### src/rtl/w450_cpu.sv
// w450 8-bit two-state (FETCH/EXEC) load/store core driving a 256x8 memory.
// Optional `W450_MUL_EN turns opcode 0 from NOP into MUL (rd <- low byte of rd*rs).
module w450_cpu #(
    parameter int n = 8
) (
    input  logic         clk,
    input  logic         reset,
    output logic [n-1:0] mem_wr_data,
    output logic [n-1:0] mem_wr_addr,
    output logic         mem_wr_en,
    input  logic [n-1:0] mem_rd_data1,
    output logic [n-1:0] mem_rd_addr1,
    input  logic [n-1:0] mem_rd_data2,
    output logic [n-1:0] mem_rd_addr2
);

    typedef enum logic [1:0] {
        FETCH = 2'd0,
        EXEC  = 2'd1,
        HALT  = 2'd2
    } state_t;

    localparam logic [3:0] OP_NOP  = 4'h0;
    localparam logic [3:0] OP_LDI  = 4'h1;
    localparam logic [3:0] OP_LD   = 4'h2;
    localparam logic [3:0] OP_ST   = 4'h3;
    localparam logic [3:0] OP_ADD  = 4'h4;
    localparam logic [3:0] OP_SUB  = 4'h5;
    localparam logic [3:0] OP_AND  = 4'h6;
    localparam logic [3:0] OP_OR   = 4'h7;
    localparam logic [3:0] OP_XOR  = 4'h8;
    localparam logic [3:0] OP_ADDI = 4'h9;
    localparam logic [3:0] OP_JMP  = 4'hA;
    localparam logic [3:0] OP_JZ   = 4'hB;
    localparam logic [3:0] OP_JNZ  = 4'hC;
    localparam logic [3:0] OP_LDR  = 4'hD;
    localparam logic [3:0] OP_STR  = 4'hE;
    localparam logic [3:0] OP_HALT = 4'hF;

    localparam logic [n-1:0] ONE = n'(1);
    localparam logic [n-1:0] TWO = n'(2);

    state_t       state_q, state_d;
    logic [n-1:0] pc_q, pc_d;
    logic [n-1:0] ir_q, ir_d;
    logic [n-1:0] opr_q, opr_d;
    logic [n-1:0] regs_q [4];
    logic [n-1:0] regs_d [4];

    logic [3:0]   op;
    logic [1:0]   rd_sel;
    logic [1:0]   rs_sel;
    logic [n-1:0] rd_val;
    logic [n-1:0] rs_val;

    assign op     = ir_q[7:4];
    assign rd_sel = ir_q[3:2];
    assign rs_sel = ir_q[1:0];
    assign rd_val = regs_q[rd_sel];
    assign rs_val = regs_q[rs_sel];

    always_ff @(posedge clk) begin
        if (reset) begin
            state_q <= FETCH;
            pc_q    <= '0;
            ir_q    <= '0;
            opr_q   <= '0;
            for (int i = 0; i < 4; i++) begin
                regs_q[i] <= '0;
            end
        end else begin
            state_q <= state_d;
            pc_q    <= pc_d;
            ir_q    <= ir_d;
            opr_q   <= opr_d;
            for (int i = 0; i < 4; i++) begin
                regs_q[i] <= regs_d[i];
            end
        end
    end

    always_comb begin
        state_d      = state_q;
        pc_d         = pc_q;
        ir_d         = ir_q;
        opr_d        = opr_q;
        regs_d       = regs_q;
        mem_wr_en    = 1'b0;
        mem_wr_addr  = '0;
        mem_wr_data  = '0;
        mem_rd_addr1 = pc_q;
        mem_rd_addr2 = pc_q + ONE;

        unique case (state_q)
            FETCH: begin
                ir_d    = mem_rd_data1;
                opr_d   = mem_rd_data2;
                state_d = EXEC;
            end
            EXEC: begin
                state_d = FETCH;
                pc_d    = pc_q + TWO;
                case (op)
`ifdef W450_MUL_EN
                    OP_NOP:  regs_d[rd_sel] = rd_val * rs_val;
`endif
                    OP_LDI:  regs_d[rd_sel] = opr_q;
                    OP_LD: begin
                        mem_rd_addr2   = opr_q;
                        regs_d[rd_sel] = mem_rd_data2;
                    end
                    OP_ST: begin
                        mem_wr_en   = 1'b1;
                        mem_wr_addr = opr_q;
                        mem_wr_data = rd_val;
                    end
                    OP_ADD:  regs_d[rd_sel] = rd_val + rs_val;
                    OP_SUB:  regs_d[rd_sel] = rd_val - rs_val;
                    OP_AND:  regs_d[rd_sel] = rd_val & rs_val;
                    OP_OR:   regs_d[rd_sel] = rd_val | rs_val;
                    OP_XOR:  regs_d[rd_sel] = rd_val ^ rs_val;
                    OP_ADDI: regs_d[rd_sel] = rd_val + opr_q;
                    OP_JMP:  pc_d = opr_q;
                    OP_JZ:   if (rd_val == '0) pc_d = opr_q;
                    OP_JNZ:  if (rd_val != '0) pc_d = opr_q;
                    OP_LDR: begin
                        mem_rd_addr2   = rs_val;
                        regs_d[rd_sel] = mem_rd_data2;
                    end
                    OP_STR: begin
                        mem_wr_en   = 1'b1;
                        mem_wr_addr = rs_val;
                        mem_wr_data = rd_val;
                    end
                    // PC stays on the HALT instruction so the read addresses freeze there.
                    OP_HALT: begin
                        state_d = HALT;
                        pc_d    = pc_q;
                    end
                    default: ;
                endcase
            end
            HALT: ;
            default: state_d = FETCH;
        endcase

        // Reset kills the bus immediately, including a store already in EXEC.
        if (reset) begin
            mem_wr_en    = 1'b0;
            mem_wr_addr  = '0;
            mem_wr_data  = '0;
            mem_rd_addr1 = '0;
            mem_rd_addr2 = ONE;
        end
    end

endmodule

### config.mk
export PLATFORM = sky130hd
export DESIGN_NAME = w450_cpu
export DESIGN_NICKNAME = d
export VERILOG_FILES = /design/src/rtl/w450_cpu.sv
export SDC_FILE = /design/constraint.sdc
export NUM_CORES = 1
export LEC_CHECK = 0
export ABC_AREA = 0
export ABC_CLOCK_PERIOD_IN_PS = 5570
export BUFFER_PORTS_ARGS = -buffer_cell sky130_fd_sc_hd__clkbuf_2
export CAP_MARGIN = 20
export CORE_MARGIN = 4
export CORE_UTILIZATION = 45
export CTS_CLUSTER_SIZE = 12
export DETAILED_ROUTE_END_ITERATION = 7
export HOLD_SLACK_MARGIN = 0.06
export SLEW_MARGIN = 20
export SYNTH_ARGS = -nofsm -noshare
export SYNTH_HDL_FRONTEND = slang
export SYNTH_SLANG_ARGS = --single-unit
### constraint.sdc
create_clock -name clk -period 5.57 [get_ports clk]
set_input_delay 0.8355 -clock clk [delete_from_list [all_inputs] [get_ports clk]]
set_output_delay 0.8355 -clock clk [all_outputs]
set_load 0.02 [all_outputs]
==> run_results.csv, run 1 <==
group,metric,value,unit
run_status,outcome,"finished with violations",
run_status,failed_checks,"design-rule violations",
clock_tree,cts_inserted_buffers,9,
floorplan,core,12800,um^2
timing,fin_worst_skew,0.0117,ns
grt,grt_first_pass_wirelength,40400,um
worst_hold_path,whs_path_depth,2,
timing,tightestPinTransition,1.16,ns
clock_tree,clkSinkCount,58,
clock_tree,cts.repair_timing.setup_buffer_count,0,
floorplan,floorplan.rows,41,
power_and_ir_drop,seqPwrFrac,0.307,
floorplan,fp.dieH,124,um
timing,achievable-frequency,224,MHz
floorplan,ios,51,
floorplan,floorplan.initialDensity,0.468,
floorplan,die_span_x,124,um
yosys,synth-async-reset-ratio,0,
final_layout,layout.cells.most_common,"nor2_1",
clock_tree,clk-insertion-delay-late,0.35,ns
grt,antenna_found_initial,0,
yosys,main_flop_type_after_synthesis,"dfxtp_1",
timing,finalCritPeriodShare,0.801,
worst_hold_path,min_path_type,"reg -> reg",
power_and_ir_drop,vdd_ir_drop_max,0.000177,V
placed_design,buffer_ports.inserted,50,
power_and_ir_drop,p_sw,652,uW
clock_tree,clkSlewWorstSetupHoldPaths,0.06,ns
timing,setup_ws,1.11,ns
flow_run,max_cap_viol_count,0,
placed_design,post-place-cells,982,
final_layout,finish.instance_area,6640,um^2
placed_design,total_half_perimeter_wirelength_after_legalization_and_detailed_placement,19600,um
final_layout,finish.net_count,874,
setup_path,crit_path_max_fanout,21,
timing,final_count_of_negative_setup_slack_endpoints,0,
routing,drcViolationCount,1,
routing,wl,27100,um
yosys,synth_nets,867,
yosys,mappedNetlistArea,6010,um^2
clock_tree,htreeDepth,3,
timing,max-slew-margin-rel,0.222,
yosys,synth_cells,814,
setup_path,critical_path_arrival,3.63,ns
yosys,ys_ff_latch,58,
yosys,netlist-cell-type-count,70,
yosys,postSynthAreaPerCell,7.38,um^2
yosys,ys_seq_area_frac,0.193,
placed_design,placed_cell_area,6360,um^2
timing,tns,0,ns
setup_path,r2r.worst_path.cells,10,
clock_tree,clock-root-buffer,"clkbuf_16",
yosys,number_of_enable_flip_flop_cells_after_synthesis,0,
grt,grt_util_all_layers,0.358,
final_layout,final_cell_count_no_fill,998,
power_and_ir_drop,power.leakage,2.44,nW
yosys,synth.yosys.warnings,0,
routing,drt-initial-drc-count,778,
routing,via_count,7120,
setup_path,critical_path_required,4.73,ns
placed_design,place_ws,1.62,ns
power_and_ir_drop,p_clk_frac,0.341,
timing,post-route-min-period,4.46,ns
routing,detail_route.vias_per_cell,7.13,
clock_tree,number_of_resized_instances_in_the_post_cts_repair_step,0,
setup_path,r2r-start,"ir_q[3]",
grt,globalRoute.totalOverflow,0,
power_and_ir_drop,cellPowerDensity,240,nW/um^2
routing,detail_route.wl_per_cell,27.1,um
final_layout,most_used_cells_in_the_layout_excluding_fill_and_tap_cells,"nor2_1, a21oi_1, dfxtp_1",
routing,drt_pass1_iterations,8,
routing,final_antenna_net_count,0,
clock_tree,clock_tree_from_tritoncts,"built",
final_layout,antennaDiodeCount,0,
power_and_ir_drop,internal_power,938,uW
setup_path,worst_setup_path_end_kind,"output port",
placed_design,gp_congestion,0.998,
setup_path,worstSetupPathType,"reg -> out",
timing,slew_viol_final,0,
floorplan,full_die_area,15300,um^2
timing,rsz0062_at_grt,"no",
timing,final_hold_fails,0,
final_layout,area_delta_synth_final,10.5,%
clock_tree,ctsHoldBuffers,0,
power_and_ir_drop,pwr-share-comb,0.352,
clock_tree,cts-root-to-sink-buffers,2,
grt,largest_net_degree_at_the_start_of_global_routing,60,
setup_path,setup.reg_to_reg.worst_slack,1.55,ns
grt,grt_pass1_vias,6739,
final_layout,final_layout_size_suffix_gt1_frac,0.139,
setup_path,crit_path_start_kind,"register",
power_and_ir_drop,net_switching_fraction_of_the_power,0.410,
==> final cells by class <==
type / instances / area [um^2]
Timing Repair Buffer: 67 / 378
Multi-Input combinational cell: 657 / 4500
Tap cell: 172 / 215
Sequential cell: 58 / 1160
Clock inverter: 6 / 41.3
Inverter: 28 / 105
Fill cell: 1267 / 6190
Clock buffer: 10 / 239
==> per-layer routing <==
layer	routed length [um]	global-route usage
met1	10400	0.447
met2	11700	0.545
met3	2990	0.0814
met4	1980	0.245
met5	0	0
==> how the worst max path moves through the flow <==
stage | startpoint | to | slack, ns | cells past startpoint
global placement | ir_q[5] | mem_wr_data[3] | 1.58 | 6
CTS | ir_q[5] | mem_wr_data[4] | 1.26 | 6
floorplan | ir_q[1] | register | 2.25 | 11
global route | ir_q[5] | mem_wr_data[4] | 1.04 | 6
finish | ir_q[5] | mem_wr_data[1] | 1.11 | 6
detailed placement | ir_q[3] | register | 1.62 | 10
==> worst max-delay path, cell delays in order (launching register included) <==
cell and delay [ns]:
dfxtp_1 0.83, buf_4 0.41, inv_1 0.23, nor3_1 0.78, nor2_1 0.42, nor3_1 0.37
clkbuf_2 0.24
==> synth_stat cells (all sizes together), types with 13 or more instances <==
cell type | n | area share
a22oi | 18 | 0.022
nor3 | 28 | 0.023
dfxtp | 58 | 0.19
buf | 14 | 0.013
nor2b | 18 | 0.019
inv | 28 | 0.017
mux4 | 16 | 0.061
a211oi | 22 | 0.028
a31oi | 18 | 0.019
o21ai | 58 | 0.048
o22ai | 13 | 0.014
nand3 | 21 | 0.017
nor2 | 94 | 0.059
a21oi | 67 | 0.056
ha | 32 | 0.067
nand2 | 55 | 0.034
clkbuf | 57 | 0.036
nand2b | 14 | 0.015
xnor2 | 13 | 0.019
a22o | 18 | 0.026
==> cell families after synthesis <==
group,count (synthesis),synth area share
adder cells (fa/ha/maj),35,0.0766
AND/OR/NAND/NOR,276,0.224
buffers and inverters,99,0.0662
flip-flops,58,0.193
AO/OA/AOI/OAI,307,0.345
XOR/XNOR,20,0.0292
multiplexers,19,0.0662
==> per-stage QoR <==
step	hold slack, ns	power [mW]	utilization
after floorplan	0.458	0.845	-
after global placement	0.484	1.03	0.496
after detailed placement	0.491	1.03	0.496
after CTS	0.499	1.57	0.517
after global routing	0.534	1.64	0.517
final	0.497	1.59	0.517
==> power groups by stage <==
| stage | Combinational [mW] | Clock, mW | Sequential (mW) |
|---|---|---|---|
| after global routing | 0.592 | 0.561 | 0.489 |
| after CTS | 0.537 | 0.544 | 0.485 |
| after global placement | 0.535 | 0 | 0.494 |
| after floorplan | 0.387 | 0 | 0.458 |
| final | 0.560 | 0.542 | 0.488 |
| after detailed placement | 0.534 | 0 | 0.494 |
Note: power is estimated with default switching activity, not from simulation.
==> run 2: changes to the inputs <==
--- a/config.mk
+++ b/config.mk
@@ -5,8 +5,8 @@
 export SDC_FILE = /design/constraint.sdc
 export NUM_CORES = 1
 export LEC_CHECK = 0
-export ABC_AREA = 0
-export ABC_CLOCK_PERIOD_IN_PS = 5570
+export ABC_AREA = 1
+export ABC_CLOCK_PERIOD_IN_PS = 3600
 export BUFFER_PORTS_ARGS = -buffer_cell sky130_fd_sc_hd__clkbuf_2
 export CAP_MARGIN = 20
 export CORE_MARGIN = 4
==> constraint.sdc (replaced) <==
create_clock -name clk -period 3.6 [get_ports clk]
set_input_delay 0.54 -clock clk [delete_from_list [all_inputs] [get_ports clk]]
set_output_delay 0.54 -clock clk [all_outputs]
set_load 0.02 [all_outputs]
==> run 2 against run 1 <==
Effect of this change:
- core utilization decreased by 0.20 points
- the flow now finishes without violations
- critical path depth grew 10
- synthesized area up 18%
- highest routed layer unchanged
- first-iteration DRC count is 57% higher
- worst setup slack got worse by 0.82 ns
- global-route usage is essentially flat
- via count rose by 29%
==> run_results.csv, run 2 <==
group,metric,value,unit
final_layout,antennaDiodeCount,0,
yosys,synth_top_area_frac,0.164,
timing,rsz0062_at_grt,"no",
power_and_ir_drop,net_switching_fraction_of_the_power,0.500,
floorplan,floorplan.rows,45,
final_layout,finish.net_count,1356,
yosys,mappedNetlistArea,7090,um^2
setup_path,r2r.worst_path.cells,16,
worst_hold_path,whs_path_depth,3,
power_and_ir_drop,p_sw,1.72,mW
clock_tree,cts_inserted_buffers,9,
routing,drt-initial-drc-count,1218,
yosys,yosys.area_share.adder,0.0650,
routing,final_antenna_net_count,0,
run_status,outcome,"finished clean",
timing,final_hold_fails,0,
grt,globalRoute.totalOverflow,0,
yosys,ys_seq_area_frac,0.164,
routing,drt_pass1_iterations,6,
clock_tree,clock_tree_from_tritoncts,"built",
grt,grt_util_all_layers,0.357,
routing,detail_route.vias_per_cell,6.05,
setup_path,crit_path_max_fanout,34,
power_and_ir_drop,seqPwrFrac,0.234,
timing,tns,0,ns
power_and_ir_drop,vdd_ir_drop_max,0.000297,V
power_and_ir_drop,design_power_total,3.43,mW
routing,detail_route.wl_per_cell,21.3,um
power_and_ir_drop,cellPowerDensity,435,nW/um^2
setup_path,critical_path_arrival,3.55,ns
yosys,netlist-cell-type-count,48,
placed_design,gp_congestion,1.08,
yosys,synth_nets,1314,
routing,wl,32400,um
yosys,synth_compound_gate_area_share,0.265,
yosys,main_flop_type_after_synthesis,"dfxtp_1",
final_layout,area_delta_synth_final,11.4,%
final_layout,final_layout_size_suffix_gt1_frac,0.113,
timing,final_count_of_negative_setup_slack_endpoints,0,
placed_design,placed_cell_area,7610,um^2
grt,largest_net_degree_at_the_start_of_global_routing,35,
final_layout,most_used_cells_in_the_layout_excluding_fill_and_tap_cells,"nand2_1, o21ai_0, inv_1",
clock_tree,cts-root-to-sink-buffers,2,
yosys,synth.largest_area_cell,"dfxtp_1",
timing,fin_worst_skew,0.00689,ns
power_and_ir_drop,p_clk_frac,0.248,
placed_design,buffer_ports.inserted,50,
clock_tree,ctsHoldBuffers,0,
clock_tree,clk-insertion-delay-late,0.34,ns
power_and_ir_drop,power.leakage,3.67,nW
timing,achievable-frequency,302,MHz
timing,post-route-min-period,3.32,ns
final_layout,final_cell_count_no_fill,1519,
floorplan,fp.dieH,133,um
routing,via_count,9189,
clock_tree,clkSlewWorstSetupHoldPaths,0.06,ns
yosys,synth.yosys.warnings,0,
grt,grt_first_pass_wirelength,49300,um
floorplan,die_span_x,133,um
clock_tree,clock-root-buffer,"clkbuf_16",
yosys,synth_top_family_by_area,"simple AND/OR/NAND/NOR gates",
yosys,yosys.area_share.simple,0.377,
yosys,synth.mux.area_fraction,0,
yosys,synth_cells,1261,
yosys,ys_ff_latch,58,
timing,finalCritPeriodShare,0.921,
yosys,postSynthAreaPerCell,5.62,um^2
timing,slew_viol_final,0,
grt,grt_pass1_vias,8190,
placed_design,total_half_perimeter_wirelength_after_legalization_and_detailed_placement,24600,um
floorplan,full_die_area,17800,um^2
floorplan,floorplan.initialDensity,0.463,
setup_path,critical_path_required,3.84,ns
power_and_ir_drop,internal_power,1.72,mW
yosys,synth_area_leaders,"dfxtp_1, nand2_1, o21ai_0",
setup_path,worst_setup_path_end_kind,"register",
timing,max-slew-margin-rel,0.369,
setup_path,crit_path_start_kind,"register",
flow_run,max_cap_viol_count,0,
power_and_ir_drop,pwr-share-comb,0.518,
yosys,synth-async-reset-ratio,0,
floorplan,core,15300,um^2
yosys,yosysMostFrequentCell,"nand2_1",
clock_tree,number_of_resized_instances_in_the_post_cts_repair_step,0,
clock_tree,clkSinkCount,58,
final_layout,finish.instance_area,7890,um^2
yosys,synth_common_cells,"nand2_1, o21ai_0, inv_1",
setup_path,worstSetupPathType,"reg -> reg",
clock_tree,cts.repair_timing.setup_buffer_count,0,
routing,drcViolationCount,0,
floorplan,ios,51,
yosys,number_of_enable_flip_flop_cells_after_synthesis,0,
clock_tree,htreeDepth,3,
final_layout,layout.cells.most_common,"nand2_1",
grt,antenna_found_initial,0,
yosys,post_synth_xor_area_fraction,0.0136,
timing,tightestPinTransition,0.944,ns
worst_hold_path,min_path_type,"in -> reg",
placed_design,post-place-cells,1503,
run 2: cell types whose count changed after synthesis, moves of 18 or more:
cell and change:
nand2_1 +248, o21ai_0 +112, inv_1 +99, nand3_1 +86, a21oi_1 +42, nand4_1 +25, nor2_1 +25, nor3_1 -19
a22o_1 -18, nor2b_1 -18
run 2: power groups by stage:
stage	Clock [mW]	Sequential (mW)	Combinational, mW
final	0.851	0.802	1.78
after global routing	0.874	0.809	1.93
after CTS	0.850	0.796	1.71
after detailed placement	0	0.810	1.71
after global placement	0	0.812	1.71
after floorplan	0	0.769	1.15
run 2: stage by stage:
| step | hold slack, ns | utilization | worst slack (ns) |
|---|---|---|---|
| floorplan | 0.434 | - | 0.964 |
| global placement | 0.450 | 0.497 | 0.263 |
| detailed placement | 0.456 | 0.497 | 0.281 |
| CTS | 0.399 | 0.515 | 0.269 |
| global route | 0.409 | 0.515 | 0.0341 |
| finish | 0.395 | 0.515 | 0.283 |
run 2: kinds of logic (layout without fill, tap and decap cells):
family                     Yosys count  in the layout
and+or+nand+nor                    609            609
AOI/OAI and AO/OA                  347            347
buffers and inverters              201            248
DFF                                 58             58
adders and majority gates           35             35
xor gates and xnor gates            11             11
run 2: final timing paths:
kind / end / slack (ns) / start
min: ir_q[0] / 0.40 / mem_rd_data1[0]
max: register / 0.28 / ir_q[2]
max reg2reg: register / 0.28 / ir_q[2]
min reg2reg: state_q[1] / 0.47 / state_q[0]
run 2: area by class of cell:
| class | instances | area [um^2] |
|---|---|---|
| repair buffers | 89 | 543 |
| inverters | 143 | 537 |
| well taps | 211 | 264 |
| clock buffers | 12 | 256 |
| fillers | 1712 | 7420 |
| clock inverters | 4 | 26.3 |
| multi-input cells | 1002 | 5110 |
| flip-flops and latches | 58 | 1160 |
run 2: worst max-delay path, stage by stage (launching register included):
cell,delay [ns]
dfxtp_1,0.42
nand2_4,0.10
buf_4,0.36
o21ai_0,0.16
nor2_2,0.26
inv_1,0.11
ha_1,0.30
fa_1,0.55
nand2_1,0.10
a21oi_1,0.07
nor3_1,0.11
nand3b_1,0.20
o21ai_0,0.11
inv_1,0.10
nand3_1,0.08
nor2_1,0.12
nor2_1,0.05
run 2: routing by layer:
metal  track usage  up-vias  wire length (um)
met5             0        -                 0
met4         0.145        0              1610
met3        0.0918      116              4010
met2         0.545      650             13600
met1         0.482     4095             13100
li1              -     4328                 -
==> run 3: changes to the inputs <==
--- a/config.mk
+++ b/config.mk
@@ -6,14 +6,16 @@
 export NUM_CORES = 1
 export LEC_CHECK = 0
 export ABC_AREA = 1
-export ABC_CLOCK_PERIOD_IN_PS = 3600
+export ABC_CLOCK_PERIOD_IN_PS = 3280
 export BUFFER_PORTS_ARGS = -buffer_cell sky130_fd_sc_hd__clkbuf_2
 export CAP_MARGIN = 20
 export CORE_MARGIN = 4
 export CORE_UTILIZATION = 45
 export CTS_CLUSTER_SIZE = 12
 export DETAILED_ROUTE_END_ITERATION = 7
+export GPL_TIMING_DRIVEN = 0
 export HOLD_SLACK_MARGIN = 0.06
+export SKIP_LAST_GASP = 1
 export SLEW_MARGIN = 20
 export SYNTH_ARGS = -nofsm -noshare
 export SYNTH_HDL_FRONTEND = slang
==> constraint.sdc (replaced) <==
create_clock -name clk -period 3.28 [get_ports clk]
set_input_delay 0.492 -clock clk [delete_from_list [all_inputs] [get_ports clk]]
set_output_delay 0.492 -clock clk [all_outputs]
set_load 0.02 [all_outputs]
==> run 3 against run 2 <==
Effect of this change:
- fmax up 3.3%
- design area up 3.2%
- worst hold slack worse by 0.041 ns
- wire length up 8.6%
- clock power up 20%
- register-to-register slack worse by 0.21 ns
- worst setup slack worse by 0.21 ns
- clock skew down 0.0020 ns
- power up 17%
- critical path depth up 2
==> run_results.csv, run 3 (synthesized netlist as in run 2, its figures left out) <==
group,metric,value,unit
floorplan,fp.dieH,133,um
setup_path,cp_slowest_cell,"nor2_2",
clock_tree,cts_inserted_buffers,9,
power_and_ir_drop,vdd_ir_drop_max,0.000284,V
power_and_ir_drop,net_switching_fraction_of_the_power,0.489,
clock_tree,htreeDepth,3,
clock_tree,clock-root-buffer,"clkbuf_16",
floorplan,floorplan.initialDensity,0.463,
clock_tree,ctsHoldBuffers,0,
routing,final_antenna_net_count,0,
routing,drcViolationCount,0,
power_and_ir_drop,cellPowerDensity,493,nW/um^2
timing,setup_ws,0.0686,ns
final_layout,final_layout_size_suffix_gt1_frac,0.122,
setup_path,buffer_and_inverter_count_on_the_worst_path,4,
grt,globalRoute.totalOverflow,0,
setup_path,worst_setup_path_end_kind,"register",
clock_tree,clkSinkCount,58,
timing,rsz0062_at_grt,"yes",
floorplan,core,15300,um^2
worst_hold_path,hp-start,"mem_rd_data1[6]",
power_and_ir_drop,p_clk_frac,0.255,
grt,grt_first_pass_wirelength,51300,um
timing,final_hold_fails,0,
timing,tns,0,ns
clock_tree,cts-root-to-sink-buffers,2,
setup_path,crit_path_max_incr_delay,0.37,ns
floorplan,ios,51,
timing,finalCritPeriodShare,0.979,
clock_tree,clock_tree_from_tritoncts,"built",
routing,detail_route.vias_per_cell,6.14,
floorplan,die_span_x,133,um
timing,achievable-frequency,311,MHz
routing,via_count,9535,
final_layout,most_used_cells_in_the_layout_excluding_fill_and_tap_cells,"nand2_1, o21ai_0, inv_1",
power_and_ir_drop,p_sw,1.96,mW
setup_path,worstSetupPathType,"reg -> reg",
clock_tree,clkSlewWorstSetupHoldPaths,0.05,ns
routing,detail_route.wl_per_cell,22.7,um
setup_path,r2r.worst_path.cells,18,
worst_hold_path,min_path_type,"in -> reg",
placed_design,gp_congestion,1.04,
flow_run,max_cap_viol_count,0,
setup_path,path_cells,"buf_6 > inv_2 > nor2_4 > buf_4 > nand2_1 > nand2_1 > nor2_2 > ha_1 > inv_1 > nand2_1 > nor2_1 > nand3_1 > nand3_1 > nand3_1 > a21oi_1 > nand3_1 > nand2_1 > a21oi_1",
timing,final_count_of_negative_setup_slack_endpoints,0,
setup_path,crit_path_max_fanout,7,
routing,drt-initial-drc-count,1265,
power_and_ir_drop,seqPwrFrac,0.219,
setup_path,critical_path_required,3.51,ns
power_and_ir_drop,power.leakage,3.73,nW
grt,grt_pass1_vias,8650,
setup_path,setup.reg_to_reg.worst_slack,0.07,ns
setup_path,path_delay_family,"simple AND/OR/NAND/NOR gates",
power_and_ir_drop,pwr-share-comb,0.526,
grt,largest_net_degree_at_the_start_of_global_routing,11,
run_status,outcome,"finished clean",
final_layout,layout.cells.most_common,"nand2_1",
placed_design,place_ws,-0.509,ns
setup_path,crit_path_start_kind,"register",
worst_hold_path,whs_path_depth,3,
timing,tightestPinTransition,1.02,ns
routing,wl,35200,um
timing,max-slew-margin-rel,0.319,
routing,drt_pass1_iterations,6,
timing,fin_worst_skew,0.00487,ns
setup_path,critical_path_arrival,3.44,ns
timing,post-route-min-period,3.21,ns
final_layout,area_delta_synth_final,14.9,%
worst_hold_path,worstHoldEndpoint,"ir_q[6]",
floorplan,floorplan.rows,45,
grt,antenna_found_initial,0,
setup_path,worst_setup_startpoint,"ir_q[3]",
clock_tree,clk-insertion-delay-late,0.33,ns
placed_design,total_half_perimeter_wirelength_after_legalization_and_detailed_placement,27200,um
timing,slew_viol_final,0,
floorplan,full_die_area,17800,um^2
grt,grt_util_all_layers,0.380,
setup_path,r2r-start,"ir_q[3]",
placed_design,buffer_ports.inserted,50,
power_and_ir_drop,internal_power,2.05,mW
timing,hold-worst-slack,0.354,ns
final_layout,finish.net_count,1388,
## run 3: worst min-delay path, cell delays in order
cell,delay [ns]
clkbuf_2,0.07
nand2_1,0.04
o21ai_0,0.05
## run 3: metrics by stage
step	cell area, um^2	cells	utilization	power, mW
6_report	8140	1552	0.532	4.01
5_1_grt	8140	1551	0.532	4.18
4_1_cts	8000	1542	0.523	3.85
3_5_place_dp	7600	1522	0.496	2.79
3_3_place_gp	7600	1522	0.496	2.79
2_1_floorplan	7090	1261	-	2.10
## run 3: worst max-delay path by stage
stage               depth (start not counted)  endpoint
global placement                           16  register
global route                               17  register
finish                                     18  register
CTS                                        15  register
detailed placement                         15  register
floorplan                                  12  register
## run 3: routing by layer
layer,global-route usage,part of all wire,up-vias,wire length [um]
met2,0.560,0.42,657,14800
met3,0.130,0.13,121,4480
li1,-,-,4386,-
met1,0.487,0.40,4371,14000
met5,0,0,-,0
met4,0.205,0.054,0,1890
## run 3: repair_timing
item	CTS	global route
setup buffers	7	9
pin swaps	2	3
endpoints found under the setup margin	27	24
gates resized for setup	14	25
## run 3: cell type report
| class | count | area (um^2) |
|---|---|---|
| plain buffers | 55 | 280 |
| repair buffers | 66 | 370 |
| clock inverters | 5 | 77.6 |
| diodes | 1 | 2.50 |
| flip-flops and latches | 58 | 1170 |
| clock buffers | 11 | 243 |
| fillers | 1706 | 7170 |
| inverters | 143 | 544 |
| multi-input cells | 1002 | 5190 |
| well taps | 211 | 264 |
## run 3: power by group through the flow
stage	Clock (mW)	Sequential, mW	Combinational, mW
global placement	0	0.883	1.90
detailed placement	0	0.882	1.91
global route	1.06	0.885	2.24
finish	1.02	0.879	2.11
floorplan	0	0.845	1.26
CTS	1.02	0.873	1.96
